File: src/rtl/cache_pkg.sv
// Shared definitions for the set-associative cache controller:
// parameter defaults, address slicing and the controller state encoding.
package cache_pkg;

  localparam int DEF_DATA_WIDTH  = 32;
  localparam int DEF_ADDR_WIDTH  = 16;
  localparam int DEF_INDEX_WIDTH = 6;
  localparam int DEF_TAG_WIDTH   = 8;
  localparam int DEF_NUM_WAYS    = 4;

  // One word per line, so the offset only selects a byte inside the word.
  localparam int OFFSET_WIDTH = 2;

  // Address layout: {tag, index, offset}.
  localparam int INDEX_LSB = OFFSET_WIDTH;
  localparam int TAG_LSB   = OFFSET_WIDTH + DEF_INDEX_WIDTH;

  typedef enum logic [2:0] {
    IDLE,
    LOOKUP,
    WRITEBACK,
    FILL_REQ,
    FILL_WAIT,
    ALLOC,
    RESP
  } state_t;

endpackage

File: src/rtl/cache_victim_sel.sv
// Replacement choice for a missing set: the lowest invalid way, otherwise
// the lowest way whose reference bit is clear, otherwise way 0.
module cache_victim_sel #(
  parameter int NUM_WAYS = cache_pkg::DEF_NUM_WAYS
) (
  input  logic [NUM_WAYS-1:0] r_valid,
  input  logic [NUM_WAYS-1:0] r_ref,
  output logic [NUM_WAYS-1:0] victim
);

  logic [NUM_WAYS-1:0] w_invalid;
  logic [NUM_WAYS-1:0] w_unref;
  logic [NUM_WAYS-1:0] w_pick_invalid;
  logic [NUM_WAYS-1:0] w_pick_unref;

  assign w_invalid = ~r_valid;
  assign w_unref   = ~r_ref;

  // x & -x isolates the lowest set bit, giving a one-hot pick.
  assign w_pick_invalid = w_invalid & (~w_invalid + NUM_WAYS'(1));
  assign w_pick_unref   = w_unref & (~w_unref + NUM_WAYS'(1));

  // Priority between the three fallbacks.
  always_comb begin
    if (|w_invalid) begin
      victim = w_pick_invalid;
    end else if (|w_unref) begin
      victim = w_pick_unref;
    end else begin
      victim = NUM_WAYS'(1);
    end
  end

endmodule

File: src/rtl/cache_controller.sv
// Write-back, write-allocate cache controller with one word per line. The
// tag/data/state arrays live outside; this block reads the selected set
// combinationally through r_* and issues writes through wr_en/way_sel.
module cache_controller
  import cache_pkg::*;
#(
  parameter int DATA_WIDTH  = DEF_DATA_WIDTH,
  parameter int ADDR_WIDTH  = DEF_ADDR_WIDTH,
  parameter int INDEX_WIDTH = DEF_INDEX_WIDTH,
  parameter int TAG_WIDTH   = DEF_TAG_WIDTH,
  parameter int NUM_WAYS    = DEF_NUM_WAYS
) (
  input  logic                          clk,
  input  logic                          rst,
  input  logic                          cpu_req_valid,
  output logic                          cpu_req_ready,
  input  logic                          cpu_req_we,
  input  logic [ADDR_WIDTH-1:0]         cpu_req_addr,
  input  logic [DATA_WIDTH-1:0]         cpu_req_wdata,
  output logic                          cpu_resp_valid,
  output logic [DATA_WIDTH-1:0]         cpu_resp_rdata,
  output logic                          mem_req_valid,
  input  logic                          mem_req_ready,
  output logic                          mem_req_we,
  output logic [ADDR_WIDTH-1:0]         mem_req_addr,
  output logic [DATA_WIDTH-1:0]         mem_req_wdata,
  input  logic                          mem_resp_valid,
  input  logic [DATA_WIDTH-1:0]         mem_resp_rdata,
  output logic [INDEX_WIDTH-1:0]        index,
  input  logic [NUM_WAYS*TAG_WIDTH-1:0] r_tags,
  input  logic [NUM_WAYS*DATA_WIDTH-1:0] r_data,
  input  logic [NUM_WAYS-1:0]           r_valid,
  input  logic [NUM_WAYS-1:0]           r_dirty,
  input  logic [NUM_WAYS-1:0]           r_ref,
  output logic                          wr_en,
  output logic [NUM_WAYS-1:0]           way_sel,
  output logic [TAG_WIDTH-1:0]          w_tag,
  output logic [DATA_WIDTH-1:0]         w_data,
  output logic                          w_valid,
  output logic                          w_dirty,
  output logic                          update_ref,
  output logic [NUM_WAYS-1:0]           w_ref
);

  localparam int L_INDEX_LSB = OFFSET_WIDTH;
  localparam int L_TAG_LSB   = OFFSET_WIDTH + INDEX_WIDTH;

  state_t                  r_state;
  logic                    r_we;
  logic [TAG_WIDTH-1:0]    r_req_tag;
  logic [INDEX_WIDTH-1:0]  r_index;
  logic [DATA_WIDTH-1:0]   r_wdata;
  logic [NUM_WAYS-1:0]     r_victim;
  logic [TAG_WIDTH-1:0]    r_vic_tag;
  logic [DATA_WIDTH-1:0]   r_vic_data;
  logic                    r_vic_dirty;
  logic [DATA_WIDTH-1:0]   r_fill_data;
  logic [DATA_WIDTH-1:0]   r_rdata;

  logic [NUM_WAYS-1:0]     w_hit;
  logic [NUM_WAYS-1:0]     w_victim;
  logic [DATA_WIDTH-1:0]   w_hit_data;
  logic [DATA_WIDTH-1:0]   w_vic_data;
  logic [TAG_WIDTH-1:0]    w_vic_tag;
  logic                    w_vic_dirty;
  logic [NUM_WAYS-1:0]     w_ref_way;
  logic [NUM_WAYS-1:0]     w_ref_or;
  logic                    w_unused_offset;

  // Byte offset bits carry no meaning for a word-per-line cache.
  assign w_unused_offset = ^cpu_req_addr[OFFSET_WIDTH-1:0];

  // Per-way tag compare against the latched request.
  for (genvar gi = 0; gi < NUM_WAYS; gi++) begin : g_hit
    assign w_hit[gi] = r_valid[gi] &&
                       (r_tags[gi*TAG_WIDTH +: TAG_WIDTH] == r_req_tag);
  end

  cache_victim_sel #(
    .NUM_WAYS (NUM_WAYS)
  ) u_victim_sel (
    .r_valid (r_valid),
    .r_ref   (r_ref),
    .victim  (w_victim)
  );

  // One-hot muxes pulling the hit-way data and the victim line fields.
  always_comb begin
    w_hit_data  = '0;
    w_vic_data  = '0;
    w_vic_tag   = '0;
    w_vic_dirty = 1'b0;
    for (int i = 0; i < NUM_WAYS; i++) begin
      if (w_hit[i]) begin
        w_hit_data = w_hit_data | r_data[i*DATA_WIDTH +: DATA_WIDTH];
      end
      if (w_victim[i]) begin
        w_vic_data  = w_vic_data | r_data[i*DATA_WIDTH +: DATA_WIDTH];
        w_vic_tag   = w_vic_tag | r_tags[i*TAG_WIDTH +: TAG_WIDTH];
        w_vic_dirty = w_vic_dirty | (r_valid[i] & r_dirty[i]);
      end
    end
  end

  // Controller state and latched request/victim/fill context.
  always_ff @(posedge clk or posedge rst) begin
    if (rst) begin
      r_state     <= IDLE;
      r_we        <= 1'b0;
      r_req_tag   <= '0;
      r_index     <= '0;
      r_wdata     <= '0;
      r_victim    <= '0;
      r_vic_tag   <= '0;
      r_vic_data  <= '0;
      r_vic_dirty <= 1'b0;
      r_fill_data <= '0;
      r_rdata     <= '0;
    end else begin
      case (r_state)
        IDLE: begin
          if (cpu_req_valid) begin
            r_we      <= cpu_req_we;
            r_req_tag <= cpu_req_addr[L_TAG_LSB +: TAG_WIDTH];
            r_index   <= cpu_req_addr[L_INDEX_LSB +: INDEX_WIDTH];
            r_wdata   <= cpu_req_wdata;
            r_state   <= LOOKUP;
          end
        end
        LOOKUP: begin
          if (|w_hit) begin
            r_rdata <= r_we ? r_wdata : w_hit_data;
            r_state <= RESP;
          end else begin
            r_victim    <= w_victim;
            r_vic_tag   <= w_vic_tag;
            r_vic_data  <= w_vic_data;
            r_vic_dirty <= w_vic_dirty;
            if (w_vic_dirty) begin
              r_state <= WRITEBACK;
            end else if (r_we) begin
              r_state <= ALLOC;
            end else begin
              r_state <= FILL_REQ;
            end
          end
        end
        WRITEBACK: begin
          if (mem_req_ready) begin
            r_state <= r_we ? ALLOC : FILL_REQ;
          end
        end
        FILL_REQ: begin
          if (mem_req_ready) begin
            r_state <= FILL_WAIT;
          end
        end
        FILL_WAIT: begin
          if (mem_resp_valid) begin
            r_fill_data <= mem_resp_rdata;
            r_state     <= ALLOC;
          end
        end
        ALLOC: begin
          r_rdata <= r_we ? r_wdata : r_fill_data;
          r_state <= RESP;
        end
        RESP: begin
          r_state <= IDLE;
        end
        default: begin
          r_state <= IDLE;
        end
      endcase
    end
  end

  // Output decode from the registered state; only the LOOKUP hit strobes
  // depend on the live array read.
  always_comb begin
    cpu_req_ready  = (r_state == IDLE);
    cpu_resp_valid = 1'b0;
    cpu_resp_rdata = '0;
    mem_req_valid  = 1'b0;
    mem_req_we     = 1'b0;
    mem_req_addr   = '0;
    mem_req_wdata  = '0;
    index          = r_index;
    wr_en          = 1'b0;
    way_sel        = '0;
    w_tag          = '0;
    w_data         = '0;
    w_valid        = 1'b0;
    w_dirty        = 1'b0;
    update_ref     = 1'b0;
    w_ref          = '0;
    w_ref_way      = (r_state == ALLOC) ? r_victim : w_hit;
    w_ref_or       = r_ref | w_ref_way;
    case (r_state)
      LOOKUP: begin
        if (|w_hit) begin
          update_ref = 1'b1;
          w_ref      = (&w_ref_or) ? w_ref_way : w_ref_or;
          if (r_we) begin
            wr_en   = 1'b1;
            way_sel = w_hit;
            w_tag   = r_req_tag;
            w_data  = r_wdata;
            w_valid = 1'b1;
            w_dirty = 1'b1;
          end
        end
      end
      WRITEBACK: begin
        mem_req_valid = 1'b1;
        mem_req_we    = 1'b1;
        mem_req_addr  = {r_vic_tag, r_index, {OFFSET_WIDTH{1'b0}}};
        mem_req_wdata = r_vic_data;
      end
      FILL_REQ: begin
        mem_req_valid = 1'b1;
        mem_req_addr  = {r_req_tag, r_index, {OFFSET_WIDTH{1'b0}}};
      end
      ALLOC: begin
        wr_en      = 1'b1;
        way_sel    = r_victim;
        w_tag      = r_req_tag;
        w_data     = r_we ? r_wdata : r_fill_data;
        w_valid    = 1'b1;
        w_dirty    = r_we;
        update_ref = 1'b1;
        w_ref      = (&w_ref_or) ? w_ref_way : w_ref_or;
      end
      RESP: begin
        cpu_resp_valid = 1'b1;
        cpu_resp_rdata = r_rdata;
      end
      default: begin
      end
    endcase
  end

endmodule

File: config.mk
export PLATFORM = sky130hd
export DESIGN_NAME = cache_controller
export DESIGN_NICKNAME = d
export VERILOG_FILES = /design/src/rtl/cache_pkg.sv /design/src/rtl/cache_victim_sel.sv /design/src/rtl/cache_controller.sv
export SDC_FILE = /design/constraint.sdc
export NUM_CORES = 1
export LEC_CHECK = 0
export CAP_MARGIN = 20
export CORE_AREA = 3 3 154 156
export CTS_CLUSTER_SIZE = 14
export DETAILED_ROUTE_END_ITERATION = 10
export DIE_AREA = 0 0 157 159
export GPL_ROUTABILITY_DRIVEN = 0
export PLACE_DENSITY = 0.82
export SYNTH_ARGS = -nofsm -noshare
export SYNTH_HDL_FRONTEND = slang
export SYNTH_SLANG_ARGS = --single-unit
export TNS_END_PERCENT = 20
File: constraint.sdc
create_clock -name clk -period 12.1 [get_ports clk]
set_input_delay 1.815 -clock clk [delete_from_list [all_inputs] [get_ports clk]]
set_output_delay 1.815 -clock clk [all_outputs]
set_load 0.005 [all_outputs]
Word level (Yosys, flattened, before mapping)
Cells that the tools add are included.
- muxes and demuxes: 55
- $add $sub $neg: 2
- bitwise logic cells: 24
- eq/ne operators: 15
- reduce and logical (&&, ||, !) cells: 16
- operators with widths (kind ; number):
    $mux W32 ; 15
    $or A32 B32 Y32 ; 6
    $pmux W32 S2 ; 2
    $mux W8 ; 6
    $eq A8 B8 Y1 ; 4
    $pmux W16 S2 ; 1
    $mux W4 ; 7
    $or A8 B8 Y8 ; 3
    $mux W3 ; 7
    $pmux W3 S6 ; 1
    $not A4 Y4 ; 4
    $pmux W4 S2 ; 2
    $pmux W8 S2 ; 1
    $reduce_or A4 Y1 ; 3
    $mux W1 ; 10
    $ne A2 B2 Y1 const B ; 5
    $eq A3 B3 Y1 const B ; 3
    $add A4 B1 Y4 const B ; 2
    $and A4 B4 Y4 ; 2
    $reduce_and A2 Y1 ; 4
    $reduce_and A4 Y1 ; 2
    $eq A3 B2 Y1 const B ; 2
    $pmux W1 S2 ; 3
    $and A1 B1 Y1 ; 4
    8 further kinds ; 13
- output and inout port bits: 142
- flip-flop bits (word level): 158
- word-level logic and storage cells: 122

Logic depth before layout (Yosys ltp)
- word-level depth: 16
- depth in mapped cells: 11

Hierarchy
Synthesis repeated with hierarchy kept, for this count alone.
- cell total of the unflattened synthesis: 970
- area total of the unflattened synthesis: 9725.6 um^2
- modules (own cells, without submodules) (module ; area an instance (um^2) ; cells each ; seq. area each (um^2) ; instances):
    cache_controller ; 9649.3 ; 958 ; 3953.8 ; 1
    cache_victim_sel ; 76.3 ; 12 ; 0.0 ; 1

Worst setup path after synthesis
Ideal clock, no wire load.
- path type: input-to-output
- start point: input port r_tags[15]
- end point: output port w_ref[0]
- stages: 8
- arrival: 3.345 ns
- path buffers: 2
- data required time: 10.285 ns
- setup slack: 6.940 ns
- path through: xor2_1 > nor4_4 > nand3_1 > nor4b_4 > a21o_1 > buf_6 > buf_6 > nor3_1
- word-level cells in the longest chain between the ends: 8
- ends and longest elaborated chain (element ; RTL line ; source):
    from (decl) ; cache_controller.sv:30 ; input logic [NUM_WAYS*TAG_WIDTH-1:0] r_tags,
    $eq A8 B8 Y1 * ; cache_controller.sv:76 ; (r_tags[gi*TAG_WIDTH +: TAG_WIDTH] == r_req_tag);
    $logic_and A1 B1 Y1 * ; cache_controller.sv:75 ; assign w_hit[gi] = r_valid[gi] &&
    $mux W4 ; cache_controller.sv:197 ; w_ref_way = (r_state == ALLOC) ? r_victim : w_hit;
    $or A4 B4 Y4 ; cache_controller.sv:198 ; w_ref_or = r_ref | w_ref_way;
    $reduce_and A4 Y1 ; cache_controller.sv:203, cache_controller.sv:232 ;
    $mux W4 ; cache_controller.sv:203, cache_controller.sv:232 ;
    $mux W4 ; cache_controller.sv:201 ; if (|w_hit) begin
    $pmux W4 S2 * ; cache_controller.sv:199 ; case (r_state)
    to (decl) ; cache_controller.sv:42 ; output logic [NUM_WAYS-1:0] w_ref
Every way passes the cells marked *; elsewhere a longest branch is shown, timed or not.

Worst setup path in the final report
- start point: input port r_valid[1]
- end point: output port w_data[29]
- word-level cells in the longest chain between the ends: 4
- ends and longest elaborated chain (element ; RTL line ; source):
    from (decl) ; cache_controller.sv:32 ; input logic [NUM_WAYS-1:0] r_valid,
    $logic_and A1 B1 Y1 ; cache_controller.sv:75 ;
    $reduce_or A4 Y1 ; cache_controller.sv:201 ;
    $mux W32 ; cache_controller.sv:201 ;
    $pmux W32 S2 ; cache_controller.sv:199 ;
    to (decl) ; cache_controller.sv:38 ; output logic [DATA_WIDTH-1:0] w_data,
Every way passes these cells.

==> run metrics <==
Net Switching 1.29 mW; Diodes inserted 0; Total Wirelength 42600 um; clock transition at the registers of the reported paths 0.06 ns; RR Startpoint r_req_tag[0]$_DFFE_PP0P_; Starting DRT DRC Count 1554; synthesis-stage register bit count 158; total global-route track usage 32.8%; Core Rows 55; Post-CTS Resized 0; WL per Instance 25.3 um; CTS Hold Buffers Added 0; CP Data Required Time 10.28 ns; Post-Syn Area per Cell 9.52 um^2; Leakage 5.81 nW; Power Dens Cells 212 nW/um^2; TNS Setup 0 ns; Worst Path Arrival 5.37 ns; CP startpoint r_valid[1]; slew margin rel. 32.5%; FILL cells 1810; Reg power frac 32.3%; Synth cell types 53; Worst VDD drop 128 uV; Via density 6.39; die height 159 um; Clk pwr share 17.0%; layout cell share with drive strength beyond 1 14.1%; Net Sw Frac 41.1%; crit path max fanout 39; antenna violations before repair 0; Critical Path Sink Type output port; status completed; unrepaired setup endpoints after global routing false; IO Pins 400; pre-CTS setup slack 4.99 ns; CTS buffer count 17; H-tree levels 4; CTS sink count 158; Post-synth EDFFs 0; hpwl dp 29600 um; share of synthesized registers carrying an async set or reset 100%; Layout area overhead 45.6%; Final ANT Viol Nets 0; Gate Count Post-Synth 1066; port bufs 395; Reg area 3960 um^2; clk root buf clkbuf_16; Pre-Repair DR Iteration Count 7; mapped cell area 10100 um^2; layout net count 1645; core footprint 22500 um^2; startpoint types primary input; Peak Freq 0.139 GHz; Final Hold Viols 0; crit path time final 7.19 ns; most frequent cells in the layout 395 x clkdlybuf4s50_1, 156 x dfrtp_1, 127 x nand2_1, 122 x mux2_2; Internal Power 1.85 mW; GRT overflow 0; Post-CTS Repair Setup Buffers 0; largest net degree at the start of global routing 86; DRC 0; clk buf depth 2; max_cap viols 0; sequential cell area fraction in the yosys report 39.0%; Layout Skew 0.0198 ns; slack of the critical path 4.91 ns; Combinational Power Share 50.7%; first-pass GRT wire length 63100 um; worst min path class reg2reg; die area 25000 um^2; Crit Path Category in2out; Final Slew Violations 0; Skew-Pair Late Insertion Delay 0.43 ns; most common cell after layout, fill and taps aside clkdlybuf4s50_1; post-layout util 65.7%; die width 157 um; Syn. warnings 0; Slew @ Worst Pin 1.01 ns; CTS tree yes; vias post-DR 10800; Initial Util 45.1%; hold path start r_victim[3]$_DFFE_PP0P_; multi-input logic area 5630 um^2; vias in the first global route 10400; endpoints failing setup 0; final worst path period share 59.4%; prevailing post-synth register cell dfrtp_1
[power by group through the flow]
stage	combinational, mW	sequential, mW	clock [mW]
after floorplan	1.05	0.897	0
after global placement	1.53	0.995	0
after detailed placement	1.57	1.01	0
after CTS	1.57	1.00	0.537
after global routing	1.69	1.04	0.563
final	1.59	1.01	0.533
[worst paths after layout]
| check | to | slack [ns] | depth (start not counted) |
|---|---|---|---|
| max reg2reg | r_victim[0]$_DFFE_PP0P_ | 8.60 | 8 |
| min | r_victim[3]$_DFFE_PP0P_ | 0.50 | 1 |
| max | w_data[29] | 4.91 | 7 |
| min reg2reg | r_victim[3]$_DFFE_PP0P_ | 0.50 | 1 |
| min in group asynchronous | r_wdata[3]$_DFFE_PP0P_ | 1.93 | 2 |
| max in group asynchronous | r_we$_DFFE_PP0P_ | 8.57 | 3 |
[registers in the layout, summed over array words and instances (netlist names)]
name and count:
index 6, r_fill_data 32, r_rdata 32, r_req_tag 8
r_state 3, r_vic_data 32, r_vic_tag 8, r_victim 4
r_wdata 32, r_we 1
[Yosys cell counts (all sizes together) (2+ instances only)]
master | number | share of area (%)
nand4b | 2 | 0.17
and3 | 6 | 0.37
o22ai | 2 | 0.12
o21ai | 41 | 2.0
nor3 | 8 | 0.54
xor2 | 14 | 1.2
nand3 | 40 | 2.0
nand2 | 128 | 4.8
nand4 | 36 | 2.2
inv | 40 | 1.6
a21oi | 40 | 2.0
a22o | 32 | 2.8
nor4 | 37 | 2.5
nor2 | 15 | 0.55
and2 | 43 | 2.7
nor4b | 2 | 0.32
mux2 | 122 | 14
a222oi | 40 | 3.9
a31oi | 3 | 0.18
o31ai | 3 | 0.22
clkbuf | 76 | 2.8
buf | 36 | 2.1
a2bb2oi | 32 | 2.8
a221oi | 32 | 2.8
a21o | 2 | 0.15
mux2i | 41 | 4.0
and3b | 2 | 0.17
xnor2 | 19 | 1.6
dfrtp | 158 | 39
a211oi | 2 | 0.15
[stage by stage]
| stage | instances | hold WS (ns) | power [mW] | instance area (um^2) |
|---|---|---|---|---|
| 4_1_cts | 1685 | 0.499 | 3.11 | 14800 |
| 3_3_place_gp | 1653 | 0.478 | 2.53 | 14200 |
| 2_1_floorplan | 1067 | 0.471 | 1.94 | 10200 |
| 3_5_place_dp | 1653 | 0.485 | 2.58 | 14200 |
| 6_report | 1685 | 0.497 | 3.13 | 14800 |
| 5_1_grt | 1685 | 0.514 | 3.30 | 14800 |
[metal layers]
| metal | global-route usage (%) | vias to the layer above | share of wire (%) |
|---|---|---|---|
| met5 | 0 | - | 0 |
| met4 | 14.4 | 0 | 4.9 |
| met3 | 9.13 | 134 | 12 |
| met2 | 51.9 | 798 | 46 |
| met1 | 41.9 | 5206 | 37 |
| li1 | - | 4628 | - |
[final cells by class]
class / count / share of cell area [%]
well taps: 285 / 2.41
clock inverters: 13 / 0.821
flip-flops and latches: 158 / 26.8
repair buffers: 413 / 27.7
inverters: 41 / 1.13
multi-input cells: 756 / 38.1
clock buffers: 19 / 3.07
[kinds of logic (layout without fill, tap and decap cells)]
logic type / Yosys count / in the layout / share of synthesized area, %
buf+inv: 153 / 486 / 6.46
compound gates: 235 / 235 / 17.6
flops: 158 / 158 / 39.0
mux: 163 / 163 / 17.6
other cells: 1 / 2 / 0.0370
xor+xnor: 33 / 33 / 2.85
simple gates: 323 / 323 / 16.5
[critical path, stage by stage]
cell	delay (ns)
clkdlybuf4s50_1	0.68
and2_2	0.81
nand3_1	0.23
nor4b_4	0.20
a21o_2	0.55
o21ai_0	0.48
clkdlybuf4s50_1	0.60
Power figures use the tool's default switching activity.
